## src/rtl/fetch_pkg.sv

```systemverilog
// Shared types for the instruction fetch stage: FSM encoding, reset PC default,
// and the buffered fetch entry (instruction word plus its PC+4).
package fetch_pkg;

    typedef enum logic [1:0] {
        IDLE  = 2'd0,
        FETCH = 2'd1,
        DROP  = 2'd2
    } fetch_state_e;

    localparam logic [31:0] DEFAULT_RESET_PC = 32'h0000_0000;

    typedef struct packed {
        logic [31:0] instr;
        logic [31:0] pc_plus4;
    } fetch_entry_t;

    localparam int unsigned ENTRY_W = $bits(fetch_entry_t);

    function automatic logic [31:0] align_pc(input logic [31:0] pc);
        return pc & ~32'h3;
    endfunction

endpackage

```

## src/rtl/fetch_fifo.sv

```systemverilog
// Synchronous FIFO with occupancy count and a clear that overrides push/pop.
// Push while full is accepted only together with a pop.
module fetch_fifo #(
    parameter int unsigned WIDTH = 64,
    parameter int unsigned DEPTH = 2
) (
    input  logic                       clk_i,
    input  logic                       rst_i,
    input  logic                       clear_i,
    input  logic                       push_i,
    input  logic                       pop_i,
    input  logic [WIDTH-1:0]           data_i,
    output logic [WIDTH-1:0]           head_o,
    output logic [$clog2(DEPTH):0]     count_o
);

    localparam int unsigned AW = $clog2(DEPTH);
    localparam logic [AW:0] FULL_CNT = (AW + 1)'(DEPTH);

    logic [WIDTH-1:0] mem_q [DEPTH];
    logic [AW-1:0]    rd_ptr_q, wr_ptr_q;
    logic [AW:0]      count_q;
    logic             do_push, do_pop, full;

    assign full    = (count_q == FULL_CNT);
    assign do_pop  = pop_i && (count_q != '0);
    assign do_push = push_i && (!full || do_pop);

    // NOTE: sequential state uses non-blocking assignments so every register samples pre-edge values.
    always_ff @(posedge clk_i) begin
        if (rst_i || clear_i) begin
            rd_ptr_q <= '0;
            wr_ptr_q <= '0;
            count_q  <= '0;
        end else begin
            if (do_push) wr_ptr_q <= wr_ptr_q + 1'b1;
            if (do_pop)  rd_ptr_q <= rd_ptr_q + 1'b1;
            case ({do_push, do_pop})
                2'b10:   count_q <= count_q + 1'b1;
                2'b01:   count_q <= count_q - 1'b1;
                default: count_q <= count_q;
            endcase
        end
    end

    // NOTE: storage is deliberately not reset; pointers and count define what is valid.
    always_ff @(posedge clk_i) begin
        if (do_push) mem_q[wr_ptr_q] <= data_i;
    end

    assign head_o  = mem_q[rd_ptr_q];
    assign count_o = count_q;

    // The issue rule upstream must never offer a push into a full buffer without a pop.
    no_push_when_full: assert property (@(posedge clk_i) disable iff (rst_i || clear_i)
        !(push_i && !pop_i && full));

endmodule

```

## src/rtl/instr_fetch_unit.sv

```systemverilog
// Fetch stage: owns the PC, issues single-outstanding requests to instruction memory,
// buffers returned words for decode and handles execute redirects.
module instr_fetch_unit
    import fetch_pkg::*;
#(
    parameter logic [31:0] RESET_PC   = DEFAULT_RESET_PC,
    parameter int unsigned FIFO_DEPTH = 2
) (
    input  logic        clk_i,
    input  logic        rst_i,
    output logic        imem_req_o,
    output logic [31:0] imem_addr_o,
    input  logic        imem_ack_i,
    input  logic [31:0] imem_rdata_i,
    input  logic        redirect_i,
    input  logic [31:0] redirect_pc_i,
    output logic        instr_valid_o,
    input  logic        instr_ready_i,
    output logic [31:0] instr_o,
    output logic [5:0]  instr_op_o,
    output logic [31:0] pc_plus4_o
);

    localparam int unsigned CW = $clog2(FIFO_DEPTH) + 1;

    fetch_state_e  state_q, state_d;
    logic [31:0]   pc_q, pc_d;
    logic [31:0]   redir_q, redir_d;

    logic [CW-1:0] fifo_count, cnt_after_pop;
    logic          pop, push, issue_ok, room_after_push;
    fetch_entry_t  push_entry, head_entry;

    assign instr_valid_o   = (fifo_count != '0);
    assign pop             = instr_valid_o && instr_ready_i;
    // Slot freed by this cycle's pop already counts toward the next issue decision.
    assign cnt_after_pop   = fifo_count - CW'(pop);
    assign issue_ok        = (cnt_after_pop < CW'(FIFO_DEPTH));
    assign room_after_push = (cnt_after_pop < CW'(FIFO_DEPTH - 1));
    assign push            = (state_q == FETCH) && imem_ack_i && !redirect_i;
    assign push_entry      = '{instr: imem_rdata_i, pc_plus4: pc_q + 32'd4};

    // NOTE: every always_comb output gets a default first, so no path can infer a latch.
    always_comb begin
        state_d    = state_q;
        pc_d       = pc_q;
        redir_d    = redir_q;
        imem_req_o = 1'b0;
        case (state_q)
            IDLE: begin
                if (redirect_i) begin
                    pc_d    = align_pc(redirect_pc_i);
                    state_d = FETCH;
                end else if (issue_ok) begin
                    state_d = FETCH;
                end
            end
            FETCH: begin
                imem_req_o = 1'b1;
                if (redirect_i) begin
                    if (imem_ack_i) begin
                        pc_d = align_pc(redirect_pc_i);
                    end else begin
                        redir_d = align_pc(redirect_pc_i);
                        state_d = DROP;
                    end
                end else if (imem_ack_i) begin
                    pc_d    = pc_q + 32'd4;
                    state_d = room_after_push ? FETCH : IDLE;
                end
            end
            DROP: begin
                // The stale request keeps its address until memory answers it.
                imem_req_o = 1'b1;
                if (redirect_i) begin
                    redir_d = align_pc(redirect_pc_i);
                end else if (imem_ack_i) begin
                    pc_d    = redir_q;
                    state_d = FETCH;
                end
            end
            default: state_d = IDLE;
        endcase
    end

    always_ff @(posedge clk_i) begin
        if (rst_i) begin
            state_q <= IDLE;
            pc_q    <= RESET_PC;
            redir_q <= RESET_PC;
        end else begin
            state_q <= state_d;
            pc_q    <= pc_d;
            redir_q <= redir_d;
        end
    end

    fetch_fifo #(
        .WIDTH (ENTRY_W),
        .DEPTH (FIFO_DEPTH)
    ) u_fifo (
        .clk_i   (clk_i),
        .rst_i   (rst_i),
        .clear_i (redirect_i),
        .push_i  (push),
        .pop_i   (pop),
        .data_i  (push_entry),
        .head_o  (head_entry),
        .count_o (fifo_count)
    );

    assign imem_addr_o = pc_q;
    assign instr_o     = instr_valid_o ? head_entry.instr : '0;
    assign pc_plus4_o  = instr_valid_o ? head_entry.pc_plus4 : '0;
    assign instr_op_o  = instr_o[31:26];

endmodule

```

## config.mk

```make
export PLATFORM = sky130hd
export DESIGN_NAME = instr_fetch_unit
export DESIGN_NICKNAME = d
export VERILOG_FILES = /design/src/rtl/fetch_pkg.sv /design/src/rtl/fetch_fifo.sv /design/src/rtl/instr_fetch_unit.sv
export SDC_FILE = /design/constraint.sdc
export NUM_CORES = 1
export LEC_CHECK = 0
export BUFFER_PORTS_ARGS = -buffer_cell sky130_fd_sc_hd__buf_2
export CAP_MARGIN = 5
export CORE_AREA = 2 2 161 163
export DETAILED_ROUTE_END_ITERATION = 8
export DIE_AREA = 0 0 163 165
export SYNTH_ARGS = -nofsm -noshare
export SYNTH_HDL_FRONTEND = slang
export SYNTH_SLANG_ARGS = --single-unit
```

## constraint.sdc

```tcl
create_clock -name clk_i -period 7.3 [get_ports clk_i]
set_input_delay 1.095 -clock clk_i [delete_from_list [all_inputs] [get_ports clk_i]]
set_output_delay 1.095 -clock clk_i [all_outputs]
set_load 0.1 [all_outputs]
```

== Word-level counts from Yosys, hierarchy flattened ==
Memory sizes are Yosys's and may differ from the RTL's. A register that Yosys moved wholly into a read port is not among the register bits.
Cells that the tools add are included.

* Memories kept: 1
* Bits of input ports: 69
* Logic and storage cells: 75
* Memory bits (writable): 128
* Output and inout bits: 104
* Flip-flop bits (word level): 70

* $lt $le $gt $ge: 2
* Muxes and demuxes: 27
* Reductions and logical operators: 18
* Add/sub/neg operators: 6
* Equality and inequality tests: 15

{| class="wikitable"
|+ Memories
! name !! words !! bits a word !! read ports !! clocked after memory_dff !! wr ports !! RTL line !! source
|-
| u_fifo.mem_q || 2 || 64 || 1 || 1 || 1 || fetch_fifo.sv:20 || <nowiki>logic [WIDTH-1:0] mem_q [DEPTH];</nowiki>
|}

{| class="wikitable"
|+ Operator list
! cell !! number
|-
| $mux W32 || 10
|-
| $pmux W32 S3 || 1
|-
| $pmux W32 S2 || 1
|-
| $add A32 B3 Y32 const B || 1
|-
| $mux W2 || 7
|-
| $ne A2 B2 Y1 const B || 7
|-
| $reduce_and A5 Y1 || 2
|-
| $ne A3 B3 Y1 const B || 3
|-
| $eq A2 B2 Y1 const B || 3
|-
| $mux W1 || 6
|-
| $pmux W2 S3 || 1
|-
| $reduce_bool A2 Y1 || 3
|-
| $logic_and A1 B1 Y1 || 5
|-
| $eq A2 B1 Y1 const B || 2
|-
| $pmux W2 S2 || 1
|-
| $reduce_and A4 Y1 || 1
|-
| $reduce_bool A3 Y1 || 1
|-
| $add A1 B1 Y1 const B || 2
|-
| $add A2 B1 Y2 const B || 1
|-
| $logic_not A1 Y1 || 2
|-
| $logic_not A2 Y1 || 1
|-
| $logic_or A1 B1 Y1 || 2
|-
| $lt A2 B1 Y1 const B || 1
|-
| $lt A2 B2 Y1 const B || 1
|-
| other kinds (3) || 3
|}

== Logic depth before layout (Yosys ltp) ==
* Depth after elaboration: 8
* Gate-level depth with buffers: 11
* Gate-level depth less buffers: 10

== Hierarchy ==
From an unflattened synthesis, not the netlist that was laid out.

* Cells, all modules: 807
* Area, all modules: 9210.1 µm²

{| class="wikitable"
|+ By module, submodules not included
! module !! instances !! sequential area each (µm²) !! cells each !! area an instance (µm²)
|-
| fetch_fifo || 1 || 3943.8 || 225 || 4834.6
|-
| instr_fetch_unit || 1 || 1241.2 || 582 || 4375.4
|}

== Worst setup path after synthesis ==
Ideal clock, no wire load.

* Path type: input to register
* From: input port redirect_i
* To: memory u_fifo.mem_q[0][10], enable pin
* Slack: 2.382 ns
* Library setup time: 0.483 ns
* Data required time: 6.817 ns
* Data arrival time: 4.435 ns
* Stages: 5
* Buffers on the path: 1
* Path through: clkbuf_1 nor2b_1 and3_1 inv_1 nor2_1

* Cells in the longest elaborated chain, start to end: 5

{| class="wikitable"
|+ Ends and longest elaborated chain
! what !! RTL line !! source
|-
| start: declaration || instr_fetch_unit.sv:15 || <nowiki>input logic redirect_i,</nowiki>
|-
| $logic_not A1 Y1 || instr_fetch_unit.sv:40 || <nowiki>assign push = (state_q == FETCH) && imem_ack_i && !redirect_i;</nowiki>
|-
| $logic_and A1 B1 Y1 || instr_fetch_unit.sv:40 ||
|-
| $logic_and A1 B1 Y1 || fetch_fifo.sv:27 || <nowiki>assign do_push = push_i && (!full || do_pop);</nowiki>
|-
| $mux W1 || fetch_fifo.sv:48 || <nowiki>if (do_push) mem_q[wr_ptr_q] <= data_i;</nowiki>
|-
| $mux W1 (implied by the code) || fetch_fifo.sv:48 ||
|-
| end: declaration || fetch_fifo.sv:20 ||
|}

Every way passes these cells.

==> impl_metrics.yaml <==
worst_setup_path:
  crit_path_max_fanout: 32
  worst-r2r-setup-slack_ns: 4.43
  worstPathBufferInverterCount: 2
  crit_path_start_kind: "register"
  cp_data_required_time_ns: 6.20
  worstRegToRegCells: 6
  worst-endpoint-arrival_ns: 2.50
  endpoint_kind: "output pin"
  path_delay_family: "buffers and inverters"
  crit_chain: "buf_4 -> mux2i_1 -> nor2_1 -> buf_2"
  critPathKind: "register to output pin"
  max_stage_delay_ns: 0.72
  crit_path_top_delay_cell: "sky130_fd_sc_hd__dfxtp_4"
  r2r-start: "state_q[1]$_SDFFE_PP0P_"
  regToRegEndpoint: "u_fifo.mem_q[1][16]$_DFFE_PP_"
synthesis:
  syn_avg_cell_area_um2: 11.1
  ys.flop_type: "sky130_fd_sc_hd__edfxtp_1"
  fraction_of_post_synthesis_cell_area_in_the_top_cell_type_by_area_pct: 42.7
  synth_seq_cells: 191
  ys_top_cells_by_area: "sky130_fd_sc_hd__edfxtp_1 43%, sky130_fd_sc_hd__dfxtp_1 15%, sky130_fd_sc_hd__mux2i_1 7.2%"
  seq_area_frac_synth_pct: 58.1
  post_synth_instance_area_mm2: 0.00872
  cell_accounting_for_the_most_synthesized_area: "sky130_fd_sc_hd__edfxtp_1"
  synth-async-reset-ratio_pct: 0
  synth.distinct_cells: 58
  synth_commonest_cells: "124 x sky130_fd_sc_hd__edfxtp_1, 100 x sky130_fd_sc_hd__nor2_1, 81 x sky130_fd_sc_hd__nand2_1"
  yosys.cell_count.top_type: "sky130_fd_sc_hd__edfxtp_1"
  edff_count_synth: 124
  ys.warnings.count: 0
  post_synth_inst_count: 784
run_status:
  outcome: "finished clean"
clock_tree:
  cts-root-buf: "sky130_fd_sc_hd__clkbuf_16"
  holdBufCountCts: 0
  cts_inserted_buffers: 17
  cts_num_sinks: 191
  cts_tree: "built"
  cts_buffer_depth: 2
  postCtsResizedCells: 0
  worst_setup_hold_path_clk_slew_ns: 0.07
  clock_tree.htree_level_count: 4
  clkLatencyLatePin_ns: 0.43
  cts_setup_buffers: 0
timing:
  finalSetupViolCount: 0
  achievable-frequency_ghz: 0.278
  rsz0062_at_grt: "no"
  timing.slew.headroom_pct: 26.1
  max_slew.worst_pin.slew_ns: 1.11
  fin_worst_hold_slack_ns: 0.456
  final_critical_path_setup_slack_ns: 3.71
  clock_skew_ns: 0.0140
  timing.setup.tns_ns: 0
  timing.final.crit_period_ns: 3.59
  min_period_over_period_pct: 49.2
  final_slew_viol_count: 0
  report.final.hold_viol_count: 0
global_routing:
  via_count_of_the_first_global_routing_pass: 5954
  gr-usage-all-layers_pct: 16.1
  grt_use_met1_pct: 21.8
  antenna_found_initial: 1
  grt_max_degree: 72
  wire_length_of_the_first_global_routing_pass_um: 33400
  grt_remaining_overflow: 0
  grt_busiest_layer: "met2"
  grt_use_met3_pct: 3.94
  use_met2_pct: 25.3
cells_and_area:
  antenna_cells: 0
  fraction_of_final_layout_cells_sized_beyond_drive_strength_1_pct: 24.4
  fin_util_pct: 41.5
  syn_to_final_growth_pct: 19.0
  fin_area_mm2: 0.0104
  fin_cells: 1262
  nets: 996
route:
  detailedRoute.firstIterationViolations: 631
  detail_route.vias_per_cell: 5.04
  via_total_after_detailed_routing: 6361
  drt-wirelength-per-cell_um: 17.1
  drcViolationCount: 0
  drt.antenna.violating_nets: 0
  detail_route.wirelength_um: 21500
  drt_pre_antenna_iters: 5
floorplan:
  core_area_mm2: 0.0250
  floorplan.io_pins: 173
  die_width_um: 163
  floorplan.rows: 58
  start_util_pct: 34.8
  design.die.area_mm2: 0.0269
  die_h_um: 165
min_path:
  holdCritStartpoint: "redir_q[24]$_SDFFE_PP0P_"
  whs_endpoint: "redir_q[24]$_SDFFE_PP0P_"
  timing.hold.worst.class: "register to register"
  min_delay_path_depth: 2
power:
  power_switching_share_pct: 33.5
  worst_vdd_drop_mv: 0.111
  comb_power_share_pct: 22.0
  power.static_leakage_nw: 3.86
  clock_power_share_pct: 32.9
  power_mw: 2.85
  power.net_switching_mw: 0.955
  powerDensity_mw_per_mm2: 275
  pwr-share-seq_pct: 45.1
  internal_power_mw: 1.89
placed_design:
  pre_cts_ws_ns: 3.87
  placement.io_buffers: 166
  dp_hpwl_um: 14100
  placed_cell_area_mm2: 0.00979
  placed_cells_incl_taps: 1230
  gp_routability_congestion: 0.799
run:
  max-cap-violations: 0
[power groups by stage]
stage	clock (mW)	sequential [mW]	combinational [mW]
6_report	0.937	1.29	0.627
5_1_grt	1.01	1.30	0.668
4_1_cts	0.965	1.29	0.631
3_5_place_dp	0	1.31	0.629
3_3_place_gp	0	1.31	0.625
2_1_floorplan	0	1.48	0.316
[logic make-up (layout without fill, tap and decap cells)]
kind of cell | count (synthesis) | after routing | share of synthesized area (%)
and+or+nand+nor | 260 | 260 | 14.2
adders and majority gates | 8 | 8 | 1.15
DFF | 191 | 191 | 58.1
other | 1 | 4 | 0.0430
buffers and inverters | 76 | 221 | 3.90
muxes | 63 | 63 | 7.23
AOI/OAI and AO/OA | 151 | 151 | 12.0
xor gates and xnor gates | 34 | 34 | 3.42
[worst reg2reg max path, stage by stage (launching register included)]
cell and delay (ns):
sky130_fd_sc_hd__dfxtp_1 0.36, sky130_fd_sc_hd__inv_1 0.10, sky130_fd_sc_hd__ha_1 0.34, sky130_fd_sc_hd__nor2b_1 0.21, sky130_fd_sc_hd__and3_1 0.22, sky130_fd_sc_hd__and2_2 0.81
sky130_fd_sc_hd__buf_4 0.48
[cell usage in the layout, fill, tap and decap left out, drive strengths merged, types with 6 or more instances in the layout]
cell | Yosys | layout
clkbuf | 41 | 19
a21oi | 43 | 43
ha | 8 | 8
nor3 | 19 | 19
buf | 22 | 176
a22o | 7 | 7
and3 | 8 | 8
or4 | 8 | 8
edfxtp | 124 | 124
xor2 | 11 | 11
o2111ai | 8 | 8
a2bb2oi | 6 | 6
xnor2 | 23 | 23
nor2 | 100 | 100
nand3 | 12 | 12
nand2 | 81 | 81
a22oi | 8 | 8
o21ai | 30 | 30
nand4 | 9 | 9
clkinv | 0 | 6
inv | 13 | 17
dfxtp | 67 | 67
mux2i | 63 | 63
a222oi | 9 | 9
[flip-flops by register name (all words and copies together) (netlist names), named ones only]
| name | flops |
|---|---|
| u_fifo.wr_ptr_q | 1 |
| u_fifo.mem_q | 124 |
| u_fifo.count_o | 2 |
| state_q | 2 |
| u_fifo.rd_ptr_q | 1 |
| redir_q | 30 |
| imem_addr_o | 30 |
[how the worst max path moves through the flow]
stage | slack [ns] | from | end | depth (start not counted)
2_1_floorplan | 2.38 | redirect_i | u_fifo.mem_q[0][10]$_DFFE_PP_ | 5
3_3_place_gp | 3.88 | redirect_i | u_fifo.mem_q[1][35]$_DFFE_PP_ | 5
3_5_place_dp | 3.87 | redirect_i | u_fifo.mem_q[1][37]$_DFFE_PP_ | 5
4_1_cts | 3.57 | register | pc_plus4_o[25] | 4
5_1_grt | 3.52 | register | pc_plus4_o[25] | 4
6_report | 3.71 | register | pc_plus4_o[25] | 4
[per-layer routing]
metal | up-vias | routed length, um | share of wire [%]
li1 | 3131 | - | -
met1 | 3039 | 9920 | 46
met2 | 170 | 9970 | 46
met3 | 19 | 1270 | 5.9
met4 | 2 | 354 | 1.6
met5 | - | 13 | 0.060
[layout make-up]
cell class,instances,area (um2)
Fill cell,2455,14700
Sequential cell,191,5070
Multi-Input combinational cell,520,3360
Timing Repair Buffer,176,906
Clock buffer,19,434
Tap cell,330,413
Clock inverter,13,153
Inverter,13,48.8
No activity file was read; power rests on OpenSTA's default activity.
